### src/rtl/gray_rx.sv
// gray_rx: registered Gray-code receiver with single-step tracking.
//
// Decodes a reflected-binary Gray input. A sample is taken only on rising
// edges where En=1. The first sample after reset or Clr is loaded as is. After
// that, only single-step moves are accepted. Any other jump raises a sticky
// error and parks the block in FAULT until Clr is asserted.
//
// Build option: define GRAY_RX_DOWN_EN to accept down-steps. When it is
// undefined, a down-step counts as an illegal transition and Dir stays at 1.
//
// Ports:
//   Clk      - clock, rising edge
//   Reset    - asynchronous active-high reset
//   En       - sample strobe
//   Clr      - synchronous resynchronise request (clears Err/Overflow, -> IDLE)
//   Gray     - Gray-code input, WIDTH bits
//   Bin      - last accepted decoded value
//   Step     - one-cycle pulse per accepted step
//   Dir      - direction of last accepted step (1 = up)
//   Overflow - sticky, set on up-step from all-ones to zero
//   Err      - sticky, set on an illegal transition
//   Locked   - high while tracking
module gray_rx #(
   parameter int unsigned WIDTH = 3
) (
   input  logic             Clk,
   input  logic             Reset,
   input  logic             En,
   input  logic             Clr,
   input  logic [WIDTH-1:0] Gray,
   output logic [WIDTH-1:0] Bin,
   output logic             Step,
   output logic             Dir,
   output logic             Overflow,
   output logic             Err,
   output logic             Locked
);

   localparam logic [1:0] StIdle  = 2'd0;
   localparam logic [1:0] StTrack = 2'd1;
   localparam logic [1:0] StFault = 2'd2;

   localparam logic [WIDTH-1:0] One  = {{(WIDTH-1){1'b0}}, 1'b1};
   localparam logic [WIDTH-1:0] Ones = {WIDTH{1'b1}};

`ifdef GRAY_RX_DOWN_EN
   localparam bit DownEn = 1'b1;
`else
   localparam bit DownEn = 1'b0;
`endif

   logic [1:0]       state_q, state_d;
   logic [WIDTH-1:0] bin_q, bin_d;
   logic             step_q, step_d;
   logic             dir_q, dir_d;
   logic             ovf_q, ovf_d;
   logic             err_q, err_d;

   logic [WIDTH-1:0] dec;
   logic [WIDTH-1:0] bin_inc;
   logic [WIDTH-1:0] bin_dec;

   // Binary bit i is the XOR of all Gray bits from i up to the MSB.
   always_comb begin
      dec = '0;
      for (int i = 0; i < WIDTH; i++) begin
         dec[i] = ^(Gray >> i);
      end
   end

   assign bin_inc = bin_q + One;
   assign bin_dec = bin_q - One;

   always_comb begin
      state_d = state_q;
      bin_d   = bin_q;
      step_d  = 1'b0;
      dir_d   = dir_q;
      ovf_d   = ovf_q;
      err_d   = err_q;

      if (Clr) begin
         // Clr wins over En on the same edge; Bin is deliberately kept.
         state_d = StIdle;
         ovf_d   = 1'b0;
         err_d   = 1'b0;
      end else if (En) begin
         unique case (state_q)
            StIdle: begin
               bin_d   = dec;
               state_d = StTrack;
            end
            StTrack: begin
               if (dec == bin_inc) begin
                  bin_d  = dec;
                  step_d = 1'b1;
                  dir_d  = 1'b1;
                  if (bin_q == Ones) begin
                     ovf_d = 1'b1;
                  end
               end else if (dec == bin_q) begin
                  // Repeated sample: nothing moves.
               end else if (DownEn && (dec == bin_dec)) begin
                  bin_d  = dec;
                  step_d = 1'b1;
                  dir_d  = 1'b0;
               end else begin
                  err_d   = 1'b1;
                  state_d = StFault;
               end
            end
            default: begin
               // FAULT (and unused codes) ignore samples until Clr.
            end
         endcase
      end
   end

   always_ff @(posedge Clk or posedge Reset) begin
      if (Reset) begin
         state_q <= StIdle;
         bin_q   <= '0;
         step_q  <= 1'b0;
         dir_q   <= 1'b1;
         ovf_q   <= 1'b0;
         err_q   <= 1'b0;
      end else begin
         state_q <= state_d;
         bin_q   <= bin_d;
         step_q  <= step_d;
         dir_q   <= dir_d;
         ovf_q   <= ovf_d;
         err_q   <= err_d;
      end
   end

   assign Bin      = bin_q;
   assign Step     = step_q;
   assign Dir      = dir_q;
   assign Overflow = ovf_q;
   assign Err      = err_q;
   assign Locked   = (state_q == StTrack);

endmodule

### config.mk
export PLATFORM = sky130hd
export DESIGN_NAME = gray_rx
export DESIGN_NICKNAME = d
export VERILOG_FILES = /design/src/rtl/gray_rx.sv
export SDC_FILE = /design/constraint.sdc
export NUM_CORES = 1
export LEC_CHECK = 0
export CAP_MARGIN = 20
export CORE_AREA = 8 8 45 47
export DETAILED_ROUTE_END_ITERATION = 6
export DIE_AREA = 0 0 53 55
export DONT_BUFFER_PORTS = 1
export HOLD_SLACK_MARGIN = 0.02
export REMOVE_ABC_BUFFERS = 1
export SYNTH_ARGS = -nofsm -noshare
export SYNTH_HDL_FRONTEND = slang
export SYNTH_SLANG_ARGS = --single-unit
### constraint.sdc
create_clock -name Clk -period 4.7 [get_ports Clk]
set_clock_uncertainty 0.1 [all_clocks]
set_input_delay 1.41 -clock Clk [delete_from_list [all_inputs] [get_ports Clk]]
set_output_delay 1.41 -clock Clk [all_outputs]
set_load 0.005 [all_outputs]
# Word level (Yosys, flattened, before mapping)
# Cells that the tools add are included.
[word_totals]
register_bits = 8
in_bits = 7
out_inout_bits = 8
elab_cells = 51
[op_classes]
addsub = 1
n_eq_ne = 9
mux = 21
bitwise = 1
reduce_logical = 14
[op_table]
columns = ["op", "n"]
rows = [
  ["AND reduction 4 bit", 4],
  ["2-to-1 mux 1 bit", 14],
  ["nonzero test 2 bit", 5],
  ["parity 3 bit", 3],
  ["2-to-1 mux 2 bit", 4],
  ["equality test 3 bit", 2],
  ["!= test 3 bit, second input constant", 2],
  ["one-hot mux 3 bit (2 select lines)", 1],
  ["!= test 2 bit, second input constant", 2],
  ["one-hot mux 2 bit (2 select lines)", 1],
  ["adder 3 x 1 -> 3 bit, second input constant", 1],
  ["equality test 3 bit, second input constant", 1],
  ["2-to-1 mux 3 bit", 1],
  ["nonzero test 3 bit", 1],
  ["equality test 2 x 1 -> 1 bit, second input constant", 1],
  ["logical NOT 2 bit", 1],
  ["!= test 2 x 1 -> 1 bit, second input constant", 1],
  ["NOT 1 bit", 1],
]

# Depth between registers and ports, before layout
[depth]
word_depth = 7
ltp_mapped = 7

# Least setup slack after synthesis
# OpenSTA, ideal clock, no wires.
[synth_path]
kind = "input to register"
from = "input Gray[2]"
to = "register bin_q[0], in the netlist Bin[0]"
setup_ns = 0.125
arrival_time_ns = 2.486
slack_ns = 1.989
stages = 6
path_buffers = 1
cell_sequence = "buf_2 nand3_1 or3_1 nand4_2 o21a_4 mux2_4"
[synth_via]
elab_chain_cells = 4
elab_cells_between_ends = 8
[synth_rtl]
columns = ["element", "line_no", "rtl"]
rows = [
  ["from (decl)", "30", "input logic [WIDTH-1:0] Gray,"],
  ["parity 3 bit", "67", "dec[i] = ^(Gray >> i);"],
  ["equality test 3 bit", "94", "if (dec == bin_inc) begin"],
  ["!= test 2 x 1 -> 1 bit (no line)", "n/a", ""],
  ["AND reduction 4 bit (no line)", "n/a", ""],
  ["to (signal assigned)", "129", "bin_q <= bin_d;"],
  ["to (decl)", "53", "logic [WIDTH-1:0] bin_q, bin_d;"],
]
# Parallel ways exist; a longest one is shown, timed or not. The select of a mux whose other input is x is not followed.
# A chain may end at the register's enable or synchronous reset.

# Worst setup path after layout
[layout_path]
from = "input Gray[0]"
to = "register bin_q[0], in the netlist Bin[0]"
[layout_via]
elab_chain_cells = 4
elab_cells_between_ends = 6
[layout_rtl]
columns = ["element", "line_no"]
rows = [
  ["parity 3 bit (*)", "67"],
  ["equality test 3 bit", "94"],
  ["!= test 2 x 1 -> 1 bit (no line)", "n/a"],
  ["AND reduction 4 bit (no line)", "n/a"],
]
# Every way passes the cells marked *; elsewhere a longest branch is shown, timed or not. The select of a mux whose other input is x is not followed.

==> summary.txt <==
run status = finished clean
WL/cell = 15.5 µm
Switch Pwr = 112 µW
Sw Ratio = 39.2%
Detailed Place HPWL = 870 µm
Net count, final = 63
diodes inserted = 0
FF-to-FF End = Bin[0]
Clock transition at path regs = 50 ps
most common cell in the synthesized netlist = dfrtp_1
DRC violations left = 0
Top Ports = 15
endpoints failing hold = 0
logic gate share of total power = 41.6%
Horiz. Die Dim = 53 µm
FMAX = 406 MHz
final setup vio count = 0
Longest Clk Path Bufs = 2
DR pass1 iterations = 4
Layout Cells excl Fill = 68
R2R setup slack = 2530 ps
global route overflow = 0
sequential fraction of the synthesis area = 37.3%
Syn. warnings = 0
top cells by area, synth = dfrtp_1 37%, mux2_4 8.4%, xor2_1 4.9%
DRT antenna net count = 0
core region area = 0.00138 mm²
Final Slew Violations = 0
EDFF count, synth = 0
share of layout cells above drive strength 1 = 21.2%
CTS tree = yes
worst min path class = reg2reg
post-route cell area = 556 µm²
fillers = 144
cell internal pwr = 174 µW
Synth top area share = 37.3%
crit-path max FO = 3
hold_sp = state_q[1]
commonest cells in the netlist = 8 x dfrtp_1, 5 x nor2_1
gr usage total = 8.35%
vias in the first global route = 384
Slowest cell on crit path = or3_1
unrepaired setup endpoints after global routing = false
total die area = 0.00292 mm²
Area Overhead vs Synth = 3.50%
worst r2r src = Bin[0]
final setup TNS = 0 ps
Vias/cell = 5.57
Worst path depth = 5
Tcrit/Tclk final = 52.4%
Cells after DPL = 65
Hold Path End = state_q[1]
CP startpoint kind = primary input
largest net degree at the start of global routing = 10
Worst EP required = 4730 ps
crit-path leading delay family = simple AND/OR/NAND/NOR gates
clk_lat worst skew = 250 ps
CTS root buffer = clkbuf_4
Lkg Pwr = 0.000243 µW
critical path endpoint category = flip-flop
number of cells on the worst reg-to-reg path = 7
Post-CTS Setup Inserts = 0
Gate Count Post-Synth = 52
clock power share = 18.3%
max incr delay on CP = 370 ps
PwrDens = 516 mW/mm²
FFs w/ async S/R, synth = 100%
VDD IR max = 0.000199 V
critical path class = in2reg
Starting Density = 38.8%
CTS H-tree depth = 1
GP Congestion = 0.730
IO buf count = 0
buffers and inverters on the worst path = 0
Reg area = 200 µm²
first-pass GRT wire length = 1.74 mm
Final Util = 40.1%
dpl cell area = 533 µm²
number of max-cap violations = 0
Seq pwr share = 40.1%
Iteration-0 DRC Markers = 8
minimum clock period = 2460 ps
Resized cells post-CTS = 0
die height = 55 µm
Vias = 379
most used flip-flop cell after synthesis = dfrtp_1
area of the multi-input gates = 302 µm²
WP data arrival = 2500 ps
cell area after synthesis = 537 µm²
clk sink count = 8
Post-Route WL = 1.05 mm
cell taking the most area after synthesis = dfrtp_1
mean post-synth cell area = 10.3 µm²
Num CTS Buffers = 3
Hold Crit Depth = 1
cts hold-fix bufs = 0
Synth Register Bits = 8
FP Rows = 14
initial antenna violation count = 0
critical path cell sequence = xnor2_1 > or3_1 > nand4_2 > o21a_4 > mux2_4
distinct cell type count after synthesis = 26
-- logic make-up (layout without fill, tap and decap cells) --
group | count (synthesis) | in the layout | share of synthesized area (%)
multiplexers | 3 | 3 | 8.39
AND/OR/NAND/NOR | 19 | 19 | 19.6
other | 1 | 1 | 0.699
flip-flops | 8 | 8 | 37.3
XOR/XNOR | 4 | 4 | 6.53
adder cells (fa/ha/maj) | 2 | 2 | 4.66
AO/OA/AOI/OAI | 9 | 9 | 16.3
buffers and inverters | 6 | 6 | 6.53
-- cells in the final DEF, fill, tap and decap left out, types with 2 or more instances in the layout --
cell type  count
a32o_1         2
clkbuf_4       3
dfrtp_1        8
ha_1           2
inv_1          3
mux2_4         3
nand2_1        2
nand3_1        3
nand4_1        2
nor2_1         5
nor2b_1        2
o21ai_0        2
or3_1          2
xor2_1         3
-- final cells by class --
type / instances / share of cell area, %
clock buffers: 3 / 4.05
inverters: 3 / 2.03
multi-input cells: 38 / 54.3
flip-flops and latches: 8 / 36.0
well taps: 16 / 3.60
-- worst max path at each step --
stage            start     end  slack, ps
3_5_place_dp   Gray[0]  Bin[0]       1970
4_1_cts        Gray[0]  Bin[0]       2240
3_3_place_gp   Gray[0]  Bin[0]       1990
5_1_grt        Gray[0]  Bin[0]       2160
6_report       Gray[0]  Bin[0]       2240
2_1_floorplan  Gray[0]  Bin[0]       2040
-- per-layer routing --
| metal | track usage, % | vias up | share of wire, % |
|---|---|---|---|
| met2 | 11.5 | 19 | 39 |
| li1 | - | 185 | - |
| met1 | 8.95 | 170 | 42 |
| met3 | 5.35 | 5 | 16 |
| met4 | 6.47 | 0 | 2.8 |
| met5 | 0 | - | 0 |
-- stage by stage --
| step | hold slack [ps] | worst slack (ps) | power (µW) |
|---|---|---|---|
| 4_1_cts | 421 | 2240 | 291 |
| 3_5_place_dp | 408 | 1970 | 237 |
| 5_1_grt | 462 | 2160 | 314 |
| 6_report | 415 | 2240 | 287 |
| 3_3_place_gp | 413 | 1990 | 235 |
| 2_1_floorplan | 377 | 2040 | 210 |
-- flip-flops by register name, indices dropped and copies added (netlist names) --
name / flops
Step: 1
Bin: 3
Err: 1
state_q: 2
Overflow: 1
-- power groups by stage --
stage / clock network (µW) / registers, µW / logic (µW)
final: 52.3 / 115 / 119
after global routing: 61.4 / 119 / 133
after CTS: 54.5 / 116 / 120
after detailed placement: 0 / 117 / 120
after global placement: 0 / 117 / 118
after floorplan: 0 / 109 / 102
Note: power is estimated with default switching activity, not from simulation.
